$ cat src/rtl/ibniz_pkg.sv
// Shared constants for the IBNIZ scan sequencer: FSM encoding and 16.16 fixed-point defaults.
package ibniz_pkg;

    localparam int FIX_W    = 32;
    localparam int FIX_FRAC = 16;

    localparam logic [FIX_W-1:0] XY_STEP_DEFAULT = 32'h0000_0200;

    localparam logic [1:0] ST_IDLE  = 2'd0;
    localparam logic [1:0] ST_RUN   = 2'd1;
    localparam logic [1:0] ST_DRAIN = 2'd2;

endpackage

$ cat src/rtl/ibniz_tag_pipe.sv
// Fixed-depth delay line carrying pixel tags alongside the generator pipeline.
module ibniz_tag_pipe #(
    parameter int DEPTH = 26,
    parameter int WIDTH = 17
) (
    input  logic             clk,
    input  logic             rst_n,
    input  logic             shift_en_i,
    input  logic [WIDTH-1:0] tag_i,
    output logic [WIDTH-1:0] tag_o
);

    logic [WIDTH-1:0] stage_q [DEPTH];

    // NOTE: every stage is reset, not just the head; a stale valid bit surviving
    // a mid-frame reset would produce a phantom pixel write afterwards.
    always_ff @(posedge clk or negedge rst_n) begin
        if (!rst_n) begin
            for (int i = 0; i < DEPTH; i++) stage_q[i] <= '0;
        end else if (shift_en_i) begin
            stage_q[0] <= tag_i;
            for (int i = 1; i < DEPTH; i++) stage_q[i] <= stage_q[i-1];
        end
    end

    assign tag_o = stage_q[DEPTH-1];

endmodule

$ cat src/rtl/ibniz_scan_seq.sv
// Raster scan sequencer: feeds T/X/Y to a fixed-latency generator and writes
// the returned values to a framebuffer with ready/valid backpressure.
module ibniz_scan_seq
    import ibniz_pkg::*;
#(
    parameter int               H_RES   = 256,
    parameter int               V_RES   = 192,
    parameter int               LAT     = 26,
    parameter logic [FIX_W-1:0] XY_STEP = XY_STEP_DEFAULT
) (
    input  logic                            clk,
    input  logic                            rst,
    input  logic                            start,
    input  logic                            cont,
    input  logic [FIX_W-1:0]                t_step,
    output logic                            gen_ena,
    output logic [FIX_W-1:0]                T_out,
    output logic [FIX_W-1:0]                X_out,
    output logic [FIX_W-1:0]                Y_out,
    input  logic [FIX_W-1:0]                V_in,
    output logic                            pix_valid,
    input  logic                            pix_ready,
    output logic [$clog2(H_RES*V_RES)-1:0]  pix_addr,
    output logic [FIX_W-1:0]                pix_data,
    output logic                            busy,
    output logic                            frame_done
);

    localparam int NPIX = H_RES * V_RES;
    localparam int AW   = $clog2(NPIX);
    localparam int XW   = (H_RES > 1) ? $clog2(H_RES) : 1;
    localparam int TW   = AW + 1;

    localparam logic [FIX_W-1:0] X_ORG = FIX_W'(0) - FIX_W'(H_RES / 2) * XY_STEP;
    localparam logic [FIX_W-1:0] Y_ORG = FIX_W'(0) - FIX_W'(V_RES / 2) * XY_STEP;
    localparam logic [AW-1:0]    LAST_ADDR = AW'(NPIX - 1);

    logic [1:0]       rst_sync_q;
    logic             run_ok;
    logic [1:0]       state_q, state_d;
    logic [FIX_W-1:0] x_q, x_d, y_q, y_d, t_q, t_d;
    logic [AW-1:0]    addr_q, addr_d;
    logic [XW-1:0]    xc_q, xc_d;
    logic             pix_valid_q, pix_valid_d;
    logic [AW-1:0]    pix_addr_q, pix_addr_d;
    logic [FIX_W-1:0] pix_data_q, pix_data_d;
    logic             adv, issue, last_issue, frame_start;
    logic [TW-1:0]    tag_in, tag_out;

    // Release of rst is synchronised so the FSM never leaves IDLE on a metastable edge.
    always_ff @(posedge clk or negedge rst) begin
        if (!rst) rst_sync_q <= 2'b00;
        else      rst_sync_q <= {rst_sync_q[0], 1'b1};
    end
    assign run_ok = rst_sync_q[1];

    assign adv         = (~pix_valid_q | pix_ready) & run_ok;
    assign issue       = (state_q == ST_RUN) & adv;
    assign last_issue  = issue & (addr_q == LAST_ADDR);
    assign frame_done  = pix_valid_q & pix_ready & (pix_addr_q == LAST_ADDR);
    assign frame_start = ((state_q == ST_IDLE) & start & run_ok)
                       | ((state_q == ST_DRAIN) & frame_done & cont);
    assign tag_in      = issue ? {1'b1, addr_q} : '0;

    ibniz_tag_pipe #(
        .DEPTH (LAT),
        .WIDTH (TW)
    ) u_tag_pipe (
        .clk        (clk),
        .rst_n      (rst),
        .shift_en_i (adv),
        .tag_i      (tag_in),
        .tag_o      (tag_out)
    );

    // NOTE: each output of this block gets a default first, so no path can infer a latch.
    always_comb begin
        state_d     = state_q;
        x_d         = x_q;
        y_d         = y_q;
        t_d         = t_q;
        addr_d      = addr_q;
        xc_d        = xc_q;
        pix_valid_d = pix_valid_q;
        pix_addr_d  = pix_addr_q;
        pix_data_d  = pix_data_q;

        case (state_q)
            ST_IDLE:  if (start && run_ok) state_d = ST_RUN;
            ST_RUN:   if (last_issue)      state_d = ST_DRAIN;
            ST_DRAIN: if (frame_done)      state_d = cont ? ST_RUN : ST_IDLE;
            default:                       state_d = ST_IDLE;
        endcase

        if (frame_start) begin
            x_d    = X_ORG;
            y_d    = Y_ORG;
            addr_d = '0;
            xc_d   = '0;
        end else if (issue) begin
            addr_d = addr_q + AW'(1);
            if (xc_q == XW'(H_RES - 1)) begin
                xc_d = '0;
                x_d  = X_ORG;
                y_d  = y_q + XY_STEP;
            end else begin
                xc_d = xc_q + XW'(1);
                x_d  = x_q + XY_STEP;
            end
        end

        if (frame_done) t_d = t_q + t_step;

        // Tag and V_in advance together, so the tag at the pipe tail always owns V_in.
        if (adv) begin
            pix_valid_d = tag_out[AW];
            if (tag_out[AW]) begin
                pix_data_d = V_in;
                pix_addr_d = tag_out[AW-1:0];
            end
        end
    end

    // NOTE: state registers use non-blocking assignments so every flop samples pre-edge values.
    always_ff @(posedge clk or negedge rst) begin
        if (!rst) begin
            state_q     <= ST_IDLE;
            x_q         <= '0;
            y_q         <= '0;
            t_q         <= '0;
            addr_q      <= '0;
            xc_q        <= '0;
            pix_valid_q <= 1'b0;
            pix_addr_q  <= '0;
            pix_data_q  <= '0;
        end else begin
            state_q     <= state_d;
            x_q         <= x_d;
            y_q         <= y_d;
            t_q         <= t_d;
            addr_q      <= addr_d;
            xc_q        <= xc_d;
            pix_valid_q <= pix_valid_d;
            pix_addr_q  <= pix_addr_d;
            pix_data_q  <= pix_data_d;
        end
    end

    assign gen_ena   = adv;
    assign T_out     = t_q;
    assign X_out     = x_q;
    assign Y_out     = y_q;
    assign pix_valid = pix_valid_q;
    assign pix_addr  = pix_addr_q;
    assign pix_data  = pix_data_q;
    assign busy      = (state_q == ST_RUN) || (state_q == ST_DRAIN);

endmodule

$ cat config.mk
export PLATFORM = sky130hd
export DESIGN_NAME = ibniz_scan_seq
export DESIGN_NICKNAME = d
export VERILOG_FILES = /design/src/rtl/ibniz_pkg.sv /design/src/rtl/ibniz_tag_pipe.sv /design/src/rtl/ibniz_scan_seq.sv
export SDC_FILE = /design/constraint.sdc
export NUM_CORES = 1
export LEC_CHECK = 0
export BUFFER_PORTS_ARGS = -buffer_cell sky130_fd_sc_hd__buf_2
export CAP_MARGIN = 30
export CORE_UTILIZATION = 30
export DETAILED_ROUTE_END_ITERATION = 10
export GPL_TIMING_DRIVEN = 0
export SYNTH_ARGS = -nofsm -noshare
export SYNTH_HDL_FRONTEND = slang
export SYNTH_SLANG_ARGS = --single-unit
$ cat constraint.sdc
create_clock -name clk -period 2.6 [get_ports clk]
set_clock_uncertainty 0.15 [all_clocks]
set_input_delay 0.13 -clock clk [delete_from_list [all_inputs] [get_ports clk]]
set_output_delay 0.13 -clock clk [all_outputs]
set_load 0.005 [all_outputs]
==> summary.txt <==
Placed design
  – I/O Buffers: 197
  – DP HPWL: 41.22 mm
  – Placed cell count: 4037
  – GPL Wtd Cong: 0.8600
  – Pre-CTS setup slack: -1.101 ns
  – Placed cell areas: 27640 um^2

Worst hold path
  – Hold EP: T_out[25]$_DFFE_PN0P_
  – Hold Path Cell Cnt: 4
  – Type of the tightest min-delay check: in2reg
  – Hold path start: t_step[25]

Worst setup path
  – Reg2Reg Setup Slack: -0.11 ns
  – CP Launch Type: flip-flop
  – CP endpoint kind: flip-flop
  – Crit path required time: 2.96 ns
  – Critical path peak fanout: 3
  – RR Startpoint: T_out[0]$_DFFE_PN0P_
  – End of the worst register-to-register path: T_out[28]$_DFFE_PN0P_
  – Cells on worst reg2reg path: 9
  – WP data arrival: 3.07 ns
  – Crit Path Class: reg2reg

Clock tree
  – Max H-tree Level: 3
  – Num CTS Buffers: 66
  – TritonCTS clock tree: done
  – Clock latency on the worst-skew pair: 0.60 ns
  – Root buf cell: clkbuf_16
  – CTS clk-pin slew, worst paths: 0.06 ns
  – Sink Count: 597
  – Clock buffer depth: 3

STA
  – Final Hold Fails: 0
  – Fin. max-slew vios: 0
  – Final setup fails: 5
  – Worst-margin pin slew: 0.6346 ns
  – Setup TNS: -0.2396 ns
  – Post-route setup slack: -0.1072 ns
  – Relative slew slack: 0.5769
  – Min Hold Slack: 0.04119 ns
  – Post-layout min period: 2.707 ns
  – Max Fclk: 369.4 MHz
  – Fin crit share: 1.041
  – Unrepaired setup endpoints after global routing: yes

Layout
  – Total inserted antenna cells: 0
  – Final cell count without fillers: 4250
  – Fill cells: 8225
  – Fin area: 31290 um^2
  – Area Growth Syn to Fin: 24.84%
  – Nets: 3236
  – Share of cells above drive strength 1: 0.1585

Synth
  – Asr flop ratio synth: 1.000
  – Ys Warns: 0
  – Post-Synthesis Cells: 2747
  – Netlist cell types: 70
  – Synth Area per Inst: 9.125 um^2
  – Synth top area share: 0.5960
  – Flops & latches, synth: 597
  – Largest area contributor in the netlist: dfrtp_1
  – Top cells by area, synth: dfrtp_1 60%, nand2_1 21%, mux2_2 2.2%
  – Mapped Area: 25070 um^2
  – Synth Flop Type: dfrtp_1
  – Post-synth EDFFs: 0
  – Post-synthesis sequential area ratio: 0.5960

Floorplan
  – Die span in x: 291.1 um
  – Die Area: 84720 um^2
  – Num ports: 217
  – Initial Utilization: 0.3043
  – Core Box Area: 82370 um^2
  – Die Height: 291.1 um
  – Row cnt: 105

Drt
  – Wire per inst: 14.00 um
  – Vias: 19430
  – Vias per inst: 4.572
  – Iteration-0 DRC Markers: 1041
  – Post-route DRC: 0
  – Drt first pass iters: 5
  – WL final: 59.52 mm
  – Post-DRT Antenna Nets: 0

Global routing
  – Vias in the first global route: 19714
  – GRT Residual Overflow: 0
  – All-Layer GR Usage: 0.1410
  – Largest net degree at the start of global routing: 115
  – Antenna violations before repair: 0
  – Global-route wire length before repair: 99.83 mm

Status
  – Outcome: finished, violations left
  – Violated checks: negative setup slack

Power and ir drop
  – Power Dens Cells: 635.6 nW/um^2
  – Leakage: 17.05 nW
  – Worst vdd ir: 0.4286 mV

Flow run
  – Maxcap violations: 0
## state kept, by name (all words and copies together), names as in the netlist
register,count
pix_data,32
X_out,23
pix_addr,16
u_tag_pipe.stage_q,425
state_q,2
xc_q,8
Y_out,23
rst_sync_q,2
u_tag_pipe.tag_o,17
addr_q,16
T_out,32
pix_valid,1
## critical path, stage by stage (launching register included)
cell      delay (ns)
dfrtp_1         0.41
ha_4            0.18
fa_2            0.36
a211oi_2        0.21
o21bai_2        0.12
a21oi_2         0.19
o211ai_1        0.23
a22o_1          0.28
o31a_1          0.28
o31ai_1         0.19
## layout make-up
cell class / instances / area [um^2] / share of cell area
multi-input cells: 1993 / 9853 / 0.3149
repair buffers: 306 / 2128 / 0.06801
inverters: 21 / 82.58 / 0.002639
flip-flops and latches: 597 / 14940 / 0.4774
clock buffers: 87 / 1884 / 0.06022
clock inverters: 34 / 415.4 / 0.01327
well taps: 1070 / 1339 / 0.04278
plain buffers: 142 / 649.4 / 0.02075
## how the worst max path moves through the flow
stage	endpoint	depth (start not counted)	start
floorplan	T_out[30]$_DFFE_PN0P_	9	T_out[0]$_DFFE_PN0P_
global placement	Y_out[31]$_DFFE_PN0P_	1	rst
detailed placement	pix_addr[11]$_DFFE_PN0P_	7	pix_valid$_DFFE_PN0N_
CTS	T_out[28]$_DFFE_PN0P_	9	T_out[0]$_DFFE_PN0P_
global route	T_out[28]$_DFFE_PN0P_	9	T_out[0]$_DFFE_PN0P_
finish	T_out[28]$_DFFE_PN0P_	9	T_out[0]$_DFFE_PN0P_
## stage by stage
stage | power (W) | util
after floorplan | 0.009759 | -
after global placement | 0.01013 | 0.3334
after detailed placement | 0.01016 | 0.3356
after CTS | 0.02015 | 0.3763
after global routing | 0.02058 | 0.3799
final | 0.01989 | 0.3799
## cell families (layout without fill, tap and decap cells)
family / Yosys count / in the layout / share of synthesized area
AOI/OAI and AO/OA: 200 / 200 / 0.05002
buffers and inverters: 174 / 590 / 0.02910
xor gates and xnor gates: 62 / 62 / 0.02166
adders and majority gates: 40 / 40 / 0.02027
and+or+nand+nor: 1619 / 1619 / 0.2590
DFF: 597 / 597 / 0.5960
other: 2 / 19 / 0.0002996
muxes: 53 / 53 / 0.02366
## Yosys cell counts (3+ instances only)
| master | number |
|---|---|
| dfrtp_1 | 597 |
| buf_1 | 8 |
| nor2_1 | 53 |
| or3_1 | 21 |
| a22o_1 | 6 |
| clkbuf_1 | 125 |
| a31oi_1 | 3 |
| and2_1 | 4 |
| nand2b_1 | 6 |
| nand4_1 | 24 |
| and4_1 | 5 |
| o21ai_0 | 75 |
| buf_4 | 18 |
| nor3_1 | 11 |
| inv_1 | 20 |
| mux2_2 | 50 |
| xor2_1 | 32 |
| xnor2_1 | 30 |
| nand2_1 | 1404 |
| o211ai_1 | 4 |
| mux2i_1 | 3 |
| and4b_1 | 3 |
| a21oi_1 | 44 |
| o21bai_1 | 6 |
| a211oi_1 | 6 |
| nor4_1 | 7 |
| o21a_1 | 4 |
| and3_1 | 16 |
| o2111ai_1 | 5 |
| a21o_1 | 16 |
| o31ai_1 | 3 |
| ha_1 | 39 |
| nand3_1 | 47 |
## layout by cell type (no fill, tap or decap), types with 9 or more instances in the layout
cell type,n
a21oi_1,35
o21ai_1,9
xnor2_1,30
buf_4,52
o21ai_0,64
buf_2,200
inv_1,19
clkbuf_1,111
dfrtp_1,596
nand4_1,24
dlygate4sd3_1,67
mux2_2,50
ha_1,24
or3_1,21
clkbuf_2,9
nand3_1,46
clkinv_2,13
clkbuf_16,70
nor2_1,52
a21o_1,16
ha_4,9
conb_1,19
clkbuf_8,10
and3_1,16
xor2_1,32
nand2_1,1402
## layer usage
metal	wire [um]	vias up	track usage
met1	27380	9550	0.1853
met5	0	-	0
li1	-	9522	-
met4	1449	0	0.05162
met3	1654	91	0.01855
met2	29040	267	0.2368
## where the power goes
part | leakage [nW] | switching (W) | internal (W)
combinational | 7.61 | 0.000557 | 0.000233
clock | 1.12 | 0.00394 | 0.00586
sequential | 8.32 | 0.00000226 | 0.00929
total | 17.1 | 0.00450 | 0.0154
## what timing repair did
action | CTS | global route
hold buffers | 67 | 0
endpoints found under the hold margin | 281 | 0
setup endpoints to repair | 553 | 161
pin swaps | 15 | 18
gates cloned | 0 | 1
setup buffers | 20 | 15
resized for setup | 61 | 51
No activity file was read; power rests on OpenSTA's default activity.
